`src/rtl/core_seq_ctrl_if.sv`:
```
// Decode flags, memory handshakes and control strobes between core_seq_ctrl (master) and the core (slave).
interface core_seq_ctrl_if;
  logic       is_load_op;
  logic       is_store_op;
  logic       is_br_type;
  logic       is_jump_op;
  logic       br_taken;
  logic [1:0] mem_addr_lo;
  logic [1:0] tgt_addr_lo;
  logic [1:0] mem_size;
  logic       imem_req_valid;
  logic       imem_req_ready;
  logic       imem_rsp_valid;
  logic       instr_en;
  logic       dmem_req_valid;
  logic       dmem_we;
  logic       dmem_req_ready;
  logic       dmem_rsp_valid;
  logic       rf_we;
  logic       pc_en;
  logic       pc_sel;
  logic       trap;
  logic [2:0] state;

  modport master (
    input  is_load_op, is_store_op, is_br_type, is_jump_op, br_taken,
    input  mem_addr_lo, tgt_addr_lo, mem_size,
    input  imem_req_ready, imem_rsp_valid, dmem_req_ready, dmem_rsp_valid,
    output imem_req_valid, instr_en, dmem_req_valid, dmem_we,
    output rf_we, pc_en, pc_sel, trap, state
  );

  modport slave (
    output is_load_op, is_store_op, is_br_type, is_jump_op, br_taken,
    output mem_addr_lo, tgt_addr_lo, mem_size,
    output imem_req_ready, imem_rsp_valid, dmem_req_ready, dmem_rsp_valid,
    input  imem_req_valid, instr_en, dmem_req_valid, dmem_we,
    input  rf_we, pc_en, pc_sel, trap, state
  );
endinterface

```
`src/rtl/core_seq_ctrl.sv`:
```
// Multi-cycle sequencer for the tiny-riscv core: fetch, execute, data access, writeback, PC update.
// Define MISALIGN_TRAP_EN to trap misaligned data accesses and jump/branch targets into a sticky TRAP state.
module core_seq_ctrl #(
  parameter int RESET_DELAY = 2
) (
  input  logic            clk,
  input  logic            rst_n,
  core_seq_ctrl_if.master bus
);

  typedef enum logic [2:0] {
    S_RESET  = 3'd0,
    S_FETCH  = 3'd1,
    S_WAIT_I = 3'd2,
    S_EXEC   = 3'd3,
    S_MEM    = 3'd4,
    S_WAIT_D = 3'd5,
    S_WB     = 3'd6,
    S_TRAP   = 3'd7
  } state_t;

  localparam int CNT_W = (RESET_DELAY > 1) ? $clog2(RESET_DELAY) : 1;
  localparam logic [CNT_W-1:0] RST_LAST = CNT_W'(RESET_DELAY - 1);

  state_t           r_state;
  state_t           w_state_nxt;
  logic [CNT_W-1:0] r_rst_cnt;
  logic             r_is_store;

  logic w_is_mem;
  logic w_misalign;
  logic w_imem_req_valid;
  logic w_instr_en;
  logic w_dmem_req_valid;
  logic w_dmem_we;
  logic w_rf_we;
  logic w_pc_en;
  logic w_pc_sel;
  logic w_trap;

  assign w_is_mem = bus.is_load_op | bus.is_store_op;

`ifdef MISALIGN_TRAP_EN
  logic w_mem_misalign;
  logic w_tgt_misalign;

  assign w_mem_misalign = ((bus.mem_size == 2'd1) && bus.mem_addr_lo[0]) ||
                          ((bus.mem_size == 2'd2) && (bus.mem_addr_lo != 2'd0));
  // Only control transfers that actually redirect the PC can fault on their target.
  assign w_tgt_misalign = (bus.is_jump_op || (bus.is_br_type && bus.br_taken)) &&
                          bus.tgt_addr_lo[1];
  assign w_misalign     = w_is_mem ? w_mem_misalign : w_tgt_misalign;
`else
  logic w_unused_align;

  assign w_unused_align = ^{bus.mem_addr_lo, bus.tgt_addr_lo, bus.mem_size};
  assign w_misalign     = 1'b0;
`endif

  always_ff @(posedge clk or negedge rst_n) begin
    if (!rst_n) begin
      r_state <= S_RESET;
    end else begin
      r_state <= w_state_nxt;
    end
  end

  always_ff @(posedge clk or negedge rst_n) begin
    if (!rst_n) begin
      r_rst_cnt <= '0;
    end else if ((r_state == S_RESET) && (r_rst_cnt != RST_LAST)) begin
      r_rst_cnt <= r_rst_cnt + 1'b1;
    end
  end

  // Captured in EXEC so dmem_we cannot move while the data request waits for ready.
  always_ff @(posedge clk or negedge rst_n) begin
    if (!rst_n) begin
      r_is_store <= 1'b0;
    end else if (r_state == S_EXEC) begin
      r_is_store <= bus.is_store_op;
    end
  end

  always_comb begin
    w_state_nxt      = r_state;
    w_imem_req_valid = 1'b0;
    w_instr_en       = 1'b0;
    w_dmem_req_valid = 1'b0;
    w_dmem_we        = 1'b0;
    w_rf_we          = 1'b0;
    w_pc_en          = 1'b0;
    w_pc_sel         = 1'b0;
    w_trap           = 1'b0;
    case (r_state)
      S_RESET: begin
        if (r_rst_cnt == RST_LAST) begin
          w_state_nxt = S_FETCH;
        end
      end
      S_FETCH: begin
        w_imem_req_valid = 1'b1;
        if (bus.imem_req_ready) begin
          w_state_nxt = S_WAIT_I;
        end
      end
      S_WAIT_I: begin
        if (bus.imem_rsp_valid) begin
          w_instr_en  = 1'b1;
          w_state_nxt = S_EXEC;
        end
      end
      S_EXEC: begin
        if (w_misalign) begin
          w_state_nxt = S_TRAP;
        end else if (w_is_mem) begin
          w_state_nxt = S_MEM;
        end else begin
          w_pc_en     = 1'b1;
          w_state_nxt = S_FETCH;
          if (bus.is_jump_op) begin
            w_rf_we  = 1'b1;
            w_pc_sel = 1'b1;
          end else if (bus.is_br_type) begin
            w_pc_sel = bus.br_taken;
          end else begin
            w_rf_we = 1'b1;
          end
        end
      end
      S_MEM: begin
        w_dmem_req_valid = 1'b1;
        w_dmem_we        = r_is_store;
        if (bus.dmem_req_ready) begin
          if (r_is_store) begin
            w_pc_en     = 1'b1;
            w_state_nxt = S_FETCH;
          end else begin
            w_state_nxt = S_WAIT_D;
          end
        end
      end
      S_WAIT_D: begin
        if (bus.dmem_rsp_valid) begin
          w_state_nxt = S_WB;
        end
      end
      S_WB: begin
        w_rf_we     = 1'b1;
        w_pc_en     = 1'b1;
        w_state_nxt = S_FETCH;
      end
      S_TRAP: begin
`ifdef MISALIGN_TRAP_EN
        w_trap = 1'b1;
`endif
      end
      default: begin
        w_state_nxt = S_RESET;
      end
    endcase
  end

  assign bus.imem_req_valid = w_imem_req_valid;
  assign bus.instr_en       = w_instr_en;
  assign bus.dmem_req_valid = w_dmem_req_valid;
  assign bus.dmem_we        = w_dmem_we;
  assign bus.rf_we          = w_rf_we;
  assign bus.pc_en          = w_pc_en;
  assign bus.pc_sel         = w_pc_sel;
  assign bus.trap           = w_trap;
  assign bus.state          = r_state;

  a_imem_hold: assert property (@(posedge clk) disable iff (!rst_n)
    bus.imem_req_valid && !bus.imem_req_ready |=> bus.imem_req_valid);
  a_dmem_hold: assert property (@(posedge clk) disable iff (!rst_n)
    bus.dmem_req_valid && !bus.dmem_req_ready |=> bus.dmem_req_valid && $stable(bus.dmem_we));
  a_instr_excl: assert property (@(posedge clk) disable iff (!rst_n)
    bus.instr_en |-> !(bus.rf_we || bus.pc_en));

endmodule

```
`src/flat_wrapper.sv`:
```
// flat-port wrapper written by rule: the top's interface ports become plain ports
module core_seq_ctrl_flat 
#(
  parameter int RESET_DELAY = 2
)
  (clk, rst_n, bus_is_load_op, bus_is_store_op, bus_is_br_type, bus_is_jump_op, bus_br_taken, bus_mem_addr_lo, bus_tgt_addr_lo, bus_mem_size, bus_imem_req_ready, bus_imem_rsp_valid, bus_dmem_req_ready, bus_dmem_rsp_valid, bus_imem_req_valid, bus_instr_en, bus_dmem_req_valid, bus_dmem_we, bus_rf_we, bus_pc_en, bus_pc_sel, bus_trap, bus_state);
  core_seq_ctrl_if bus_i ();
  input  logic clk;
  input  logic rst_n;
  input wire logic [$bits(bus_i.is_load_op)-1:0] bus_is_load_op;
  input wire logic [$bits(bus_i.is_store_op)-1:0] bus_is_store_op;
  input wire logic [$bits(bus_i.is_br_type)-1:0] bus_is_br_type;
  input wire logic [$bits(bus_i.is_jump_op)-1:0] bus_is_jump_op;
  input wire logic [$bits(bus_i.br_taken)-1:0] bus_br_taken;
  input wire logic [$bits(bus_i.mem_addr_lo)-1:0] bus_mem_addr_lo;
  input wire logic [$bits(bus_i.tgt_addr_lo)-1:0] bus_tgt_addr_lo;
  input wire logic [$bits(bus_i.mem_size)-1:0] bus_mem_size;
  input wire logic [$bits(bus_i.imem_req_ready)-1:0] bus_imem_req_ready;
  input wire logic [$bits(bus_i.imem_rsp_valid)-1:0] bus_imem_rsp_valid;
  input wire logic [$bits(bus_i.dmem_req_ready)-1:0] bus_dmem_req_ready;
  input wire logic [$bits(bus_i.dmem_rsp_valid)-1:0] bus_dmem_rsp_valid;
  output wire logic [$bits(bus_i.imem_req_valid)-1:0] bus_imem_req_valid;
  output wire logic [$bits(bus_i.instr_en)-1:0] bus_instr_en;
  output wire logic [$bits(bus_i.dmem_req_valid)-1:0] bus_dmem_req_valid;
  output wire logic [$bits(bus_i.dmem_we)-1:0] bus_dmem_we;
  output wire logic [$bits(bus_i.rf_we)-1:0] bus_rf_we;
  output wire logic [$bits(bus_i.pc_en)-1:0] bus_pc_en;
  output wire logic [$bits(bus_i.pc_sel)-1:0] bus_pc_sel;
  output wire logic [$bits(bus_i.trap)-1:0] bus_trap;
  output wire logic [$bits(bus_i.state)-1:0] bus_state;
  assign bus_i.is_load_op = bus_is_load_op;
  assign bus_i.is_store_op = bus_is_store_op;
  assign bus_i.is_br_type = bus_is_br_type;
  assign bus_i.is_jump_op = bus_is_jump_op;
  assign bus_i.br_taken = bus_br_taken;
  assign bus_i.mem_addr_lo = bus_mem_addr_lo;
  assign bus_i.tgt_addr_lo = bus_tgt_addr_lo;
  assign bus_i.mem_size = bus_mem_size;
  assign bus_i.imem_req_ready = bus_imem_req_ready;
  assign bus_i.imem_rsp_valid = bus_imem_rsp_valid;
  assign bus_i.dmem_req_ready = bus_dmem_req_ready;
  assign bus_i.dmem_rsp_valid = bus_dmem_rsp_valid;
  assign bus_imem_req_valid = bus_i.imem_req_valid;
  assign bus_instr_en = bus_i.instr_en;
  assign bus_dmem_req_valid = bus_i.dmem_req_valid;
  assign bus_dmem_we = bus_i.dmem_we;
  assign bus_rf_we = bus_i.rf_we;
  assign bus_pc_en = bus_i.pc_en;
  assign bus_pc_sel = bus_i.pc_sel;
  assign bus_trap = bus_i.trap;
  assign bus_state = bus_i.state;
  core_seq_ctrl #(.RESET_DELAY(RESET_DELAY)) u_core (.clk(clk), .rst_n(rst_n), .bus(bus_i));
endmodule
```
`config.mk`:
```
export PLATFORM = sky130hd
export DESIGN_NAME = core_seq_ctrl_flat
export DESIGN_NICKNAME = d
export VERILOG_FILES = /design/src/rtl/core_seq_ctrl_if.sv /design/src/rtl/core_seq_ctrl.sv /design/src/flat_wrapper.sv
export SDC_FILE = /design/constraint.sdc
export NUM_CORES = 1
export LEC_CHECK = 0
export ABC_AREA = 1
export CAP_MARGIN = 20
export CORE_AREA = 2 2 39 41
export DETAILED_ROUTE_END_ITERATION = 10
export DIE_AREA = 0 0 41 43
export PLACE_DENSITY = 0.73
export SLEW_MARGIN = 15
export SYNTH_ARGS = -nofsm -noshare
export SYNTH_HDL_FRONTEND = slang
export SYNTH_SLANG_ARGS = --single-unit
export TNS_END_PERCENT = 30
```
`constraint.sdc`:
```
create_clock -name clk -period 1.6 [get_ports clk]
set_input_delay 0.32 -clock clk [delete_from_list [all_inputs] [get_ports clk]]
set_output_delay 0.32 -clock clk [all_outputs]
set_load 0.02 [all_outputs]
```
Word level (Yosys, flattened, before mapping)
Cells that the tools add are included.
{"block": "word_totals", "inputBits": 17, "rom_bits": 0, "out_inout_bits": 11, "wordCells": 46, "latch_bits": 0, "mem_count": 0, "mem_bits_rw": 0, "regBits": 5}
{"block": "classes", "n_reduce_logical": 4, "n_mul": 0, "eq_ne": 11, "n_lt_le_gt_ge": 0, "mux": 25, "n_bitwise": 2, "n_addsub": 1, "div_mod_pow": 0, "shifts": 0}
{"op": "two-way mux 3 bit", "n": 7}
{"op": "one-hot mux 3 bit (7 select lines)", "n": 1}
{"op": "two-way mux 1 bit", "n": 15}
{"op": "== test 3 bit (second input constant)", "n": 3}
{"op": "!= test 2 bit (second input constant)", "n": 4}
{"op": "nonzero test 7 bit", "n": 1}
{"op": "== test 3 x 2 -> 1 bit (second input constant)", "n": 2}
{"op": "AND reduction 6 bit", "n": 1}
{"op": "== test 3 x 1 -> 1 bit (second input constant)", "n": 1}
{"op": "logical NOT 3 bit", "n": 1}
{"op": "one-hot mux 1 bit (3 select lines)", "n": 1}
{"op": "!= test 2 x 1 -> 1 bit (second input constant)", "n": 1}
{"op": "one-hot mux 1 bit (2 select lines)", "n": 1}
{"op": "adder 1 bit (second input constant)", "n": 1}
{"op": "logical AND 1 bit", "n": 1}
{"op": "NOT 1 bit", "n": 1}
{"op": "bitwise OR 1 bit", "n": 1}

Longest topological paths before layout
{"block": "depth", "word_depth": 4, "depth_mapped": 9, "mapped_depth_nobuf": 9}

Worst setup path after synthesis
OpenSTA, ideal clock, no wires.
{"block": "synth_timing", "path_kind": "reg2out", "startpoint": "register u_core.r_state[0] (netlist: u_core.bus.state[0])", "endpoint": "output bus_pc_en", "path_stages_with_launch": 7, "n_path_buf": 1, "slack_ns": -0.124, "arrival_ns": 1.404, "path_cell_list": "dfrtp_1 -> buf_4 -> nor2_2 -> nand2_1 -> nor2_1 -> nand2_1 -> nand3_1"}
{"block": "synth_between", "elab_chain_cells": 2, "elab_cells_between_ends": 4, "cone_classes": "3 x eq/ne; 1 x mux"}
{"item": "start: declaration", "line_no": "core_seq_ctrl.sv:25", "text": "state_t r_state;"}
{"item": "start signal: assignment", "line_no": "core_seq_ctrl.sv:64", "text": "r_state <= w_state_nxt;"}
{"item": "== test 3 bit or == test 3 x 2 -> 1 bit (tied branches)", "line_no": "core_seq_ctrl.sv:95", "text": "case (r_state)"}
{"item": "one-hot mux 1 bit (3 select lines) (*)", "line_no": "core_seq_ctrl.sv:95"}
{"item": "end: declaration", "line_no": "flat_wrapper.sv:27", "text": "output wire logic [$bits(bus_i.pc_en)-1:0] bus_pc_en;"}
Every way passes the cells marked *; elsewhere a longest branch is shown, timed or not.

Worst setup path after layout
{"block": "layout_timing", "startpoint": "register u_core.r_state[1] (netlist: u_core.bus.state[1])", "endpoint": "output bus_rf_we"}
{"block": "layout_between", "elab_chain_cells": 2, "elab_cells_between_ends": 3, "cone_classes": "2 x eq/ne; 1 x mux"}
{"item": "== test 3 bit or == test 3 x 2 -> 1 bit (tied branches)", "line_no": "core_seq_ctrl.sv:95"}
{"item": "one-hot mux 1 bit (2 select lines) (*)", "line_no": "core_seq_ctrl.sv:95"}
{"item": "end: declaration", "line_no": "flat_wrapper.sv:26", "text": "output wire logic [$bits(bus_i.rf_we)-1:0] bus_rf_we;"}
Marked as above.

==> impl_metrics.json <==
{
  "status": "finished, final reports clean",
  "nFillCells": 132,
  "grt_pass1_vias": 508,
  "p_int_w": 0.000808,
  "rsz0062_at_grt": "true",
  "layout_commonest_cell": "buf_4",
  "dr.pass1.iters": 3,
  "swShare_pct": 45.0,
  "hold_class": "primary input to async pin",
  "stdcell_count": 125,
  "cts_max_level": 1,
  "grt_overflow_total": 0,
  "drive_gt1_share_pct": 47.7,
  "power.switching_w": 0.000662,
  "finalSetupViolCount": 0,
  "dieArea_um2": 1760,
  "hold_slack_ns": 0.302,
  "syn2layout_area_growth_pct": 92.8,
  "cts_tree": "built",
  "layout_setup_ws_ns": 0.0196,
  "num_vias": 557,
  "r2r-end": "u_core.bus.state[0]",
  "crit_type": "flip-flop to output port",
  "clockPowerShare_pct": 9.9,
  "reg2reg_depth": 9,
  "clk_pin_slew_worst_paths_ns": 0.04,
  "crit_start": "u_core.bus.state[1]",
  "post-route-min-period_ns": 1.58,
  "cts_made_buffers": 3,
  "yosysWarnings": 0,
  "fin_setup_tns_ns": 0,
  "num_rows": 14,
  "die_h_um": 43,
  "syn-cell-area_um2": 435,
  "syn_inst": 68,
  "portBuffers": 20,
  "cts_sinks": 5,
  "skew_ns": 0.00480,
  "wl_per_cell_um": 9.31,
  "endpoint": "bus_rf_we",
  "antenna_cells": 0,
  "drv_cap": 0,
  "place_ws_ns": -0.407,
  "r2r_slack_ns": 0.19,
  "pwr-share-seq_pct": 18.9,
  "cts_root_buf": "clkbuf_4",
  "clk_latency_ns": 0.24,
  "required_ns": 1.28,
  "ant_nets": 0,
  "cts_max_path_buffers": 2,
  "most-common-layout-cells": "22 x buf_4, 15 x nand2_1, 9 x clkdlybuf4s50_1",
  "antenna_found_initial": 0,
  "timing.fmax_mhz": 633,
  "vdd_drop_max_v": 0.00107,
  "syn_nets": 85,
  "grt_first_pass_wirelength_um": 1810,
  "dp.cells": 118,
  "cp.arrival_ns": 1.26,
  "end_kind": "output port",
  "synth.avg_cell_area_um2": 6.40,
  "ios": 28,
  "hpwlAfterDp_um": 882,
  "p_leak_nw": 0.455,
  "start_util_pct": 31.5,
  "synth_cell_types": 18,
  "period_share_pct": 98.8,
  "synth_seq_cells": 5,
  "grt_max_degree": 6,
  "cts_hold_buf": 0,
  "gp_routability_congestion": 0.796,
  "r2r_start": "u_core.bus.state[2]",
  "critPathLaunchType": "flip-flop",
  "finalHoldViolCount": 0,
  "p_comb_share_pct": 71.2,
  "drv_slew": 0,
  "yosysSeqAreaShare_pct": 28.7,
  "wl_um": 1160,
  "drt_iter0_drc": 3,
  "die_x_um": 41,
  "grt_usage_pct": 15.2,
  "power.density_nw_per_um2": 1750,
  "vias_per_cell": 4.46,
  "path_max_fanout": 5,
  "final_core_util_pct": 60.7,
  "core_um2": 1380,
  "drc": 0,
  "fin_nets": 127
}
-- power groups by stage --
stage	sequential (W)	clock, W	combinational (W)
after CTS	0.000249	0.000152	0.000923
after global routing	0.000286	0.000159	0.00114
after floorplan	0.000269	0	0.000497
final	0.000277	0.000146	0.00105
after global placement	0.000248	0	0.000938
after detailed placement	0.000248	0	0.000954
-- layer usage --
layer	track usage [%]	vias up	share of wire, %
li1	-	290	-
met1	16.7	250	39
met2	25.3	17	55
met3	6.28	0	6.0
met4	4.00	0	0
met5	0	-	0
-- worst min path at each step --
| stage | start | to | slack, ns | depth (start not counted) |
|---|---|---|---|---|
| 2_1_floorplan | rst_n | u_core.bus.state[0] | 0.02 | 0 |
| 3_3_place_gp | u_core.r_rst_cnt | u_core.r_rst_cnt | 0.44 | 2 |
| 3_5_place_dp | u_core.r_rst_cnt | u_core.r_rst_cnt | 0.44 | 2 |
| 4_1_cts | rst_n | u_core.r_rst_cnt | 0.29 | 1 |
| 5_1_grt | rst_n | u_core.r_rst_cnt | 0.31 | 1 |
| 6_report | rst_n | u_core.r_rst_cnt | 0.30 | 1 |
-- synth_stat cells (all sizes together) --
cell,n,area share [%]
nor2,10,14
o21ai,3,3.4
nand4,1,1.4
nand2,23,23
a21oi,1,1.1
nand3,9,11
o211ai,1,1.7
inv,11,9.5
conb,1,0.86
buf,3,5.2
dfrtp,5,29
-- worst max-delay path, cell delays in order, from the launching register on --
cell and delay [ns]:
dfrtp_2 0.44, nand2_2 0.08, nor2_4 0.12, nand2_2 0.08, o21ai_1 0.14, buf_4 0.15
-- stage by stage --
stage	cell area (um^2)	power, W
6_report	840	0.00147
5_1_grt	840	0.00159
4_1_cts	776	0.00132
3_5_place_dp	768	0.00120
3_3_place_gp	768	0.00119
2_1_floorplan	443	0.000766
-- area by class of cell --
type / count / area, um^2 / area share [%]
multi-input combinational: 49 / 284 / 33.8
sequential: 5 / 129 / 15.4
inverter: 11 / 41.3 / 4.92
tap: 16 / 20.0 / 2.38
timing repair buffer: 40 / 339 / 40.4
clock buffer: 4 / 26.3 / 3.13
-- cell families (layout without fill, tap and decap cells) --
group                  after synthesis  after routing  synth area share, %
AND/OR/NAND/NOR                     43             43                 49.4
buffers and inverters               14             55                 14.7
AO/OA/AOI/OAI                        5              5                 6.32
flip-flops                           5              5                 28.7
other                                1              1                0.861
-- what timing repair did --
item | CTS | global route
resized for setup | 33 | 20
endpoints found under the setup margin | 10 | 7
buffers inserted | 1 | 2
pin swaps | 0 | 6
-- state kept, by name, indices dropped and copies added (netlist names) --
name / cells
u_core.bus.state: 3
u_core.r_is_store: 1
u_core.r_rst_cnt: 1
Power figures use the tool's default switching activity.
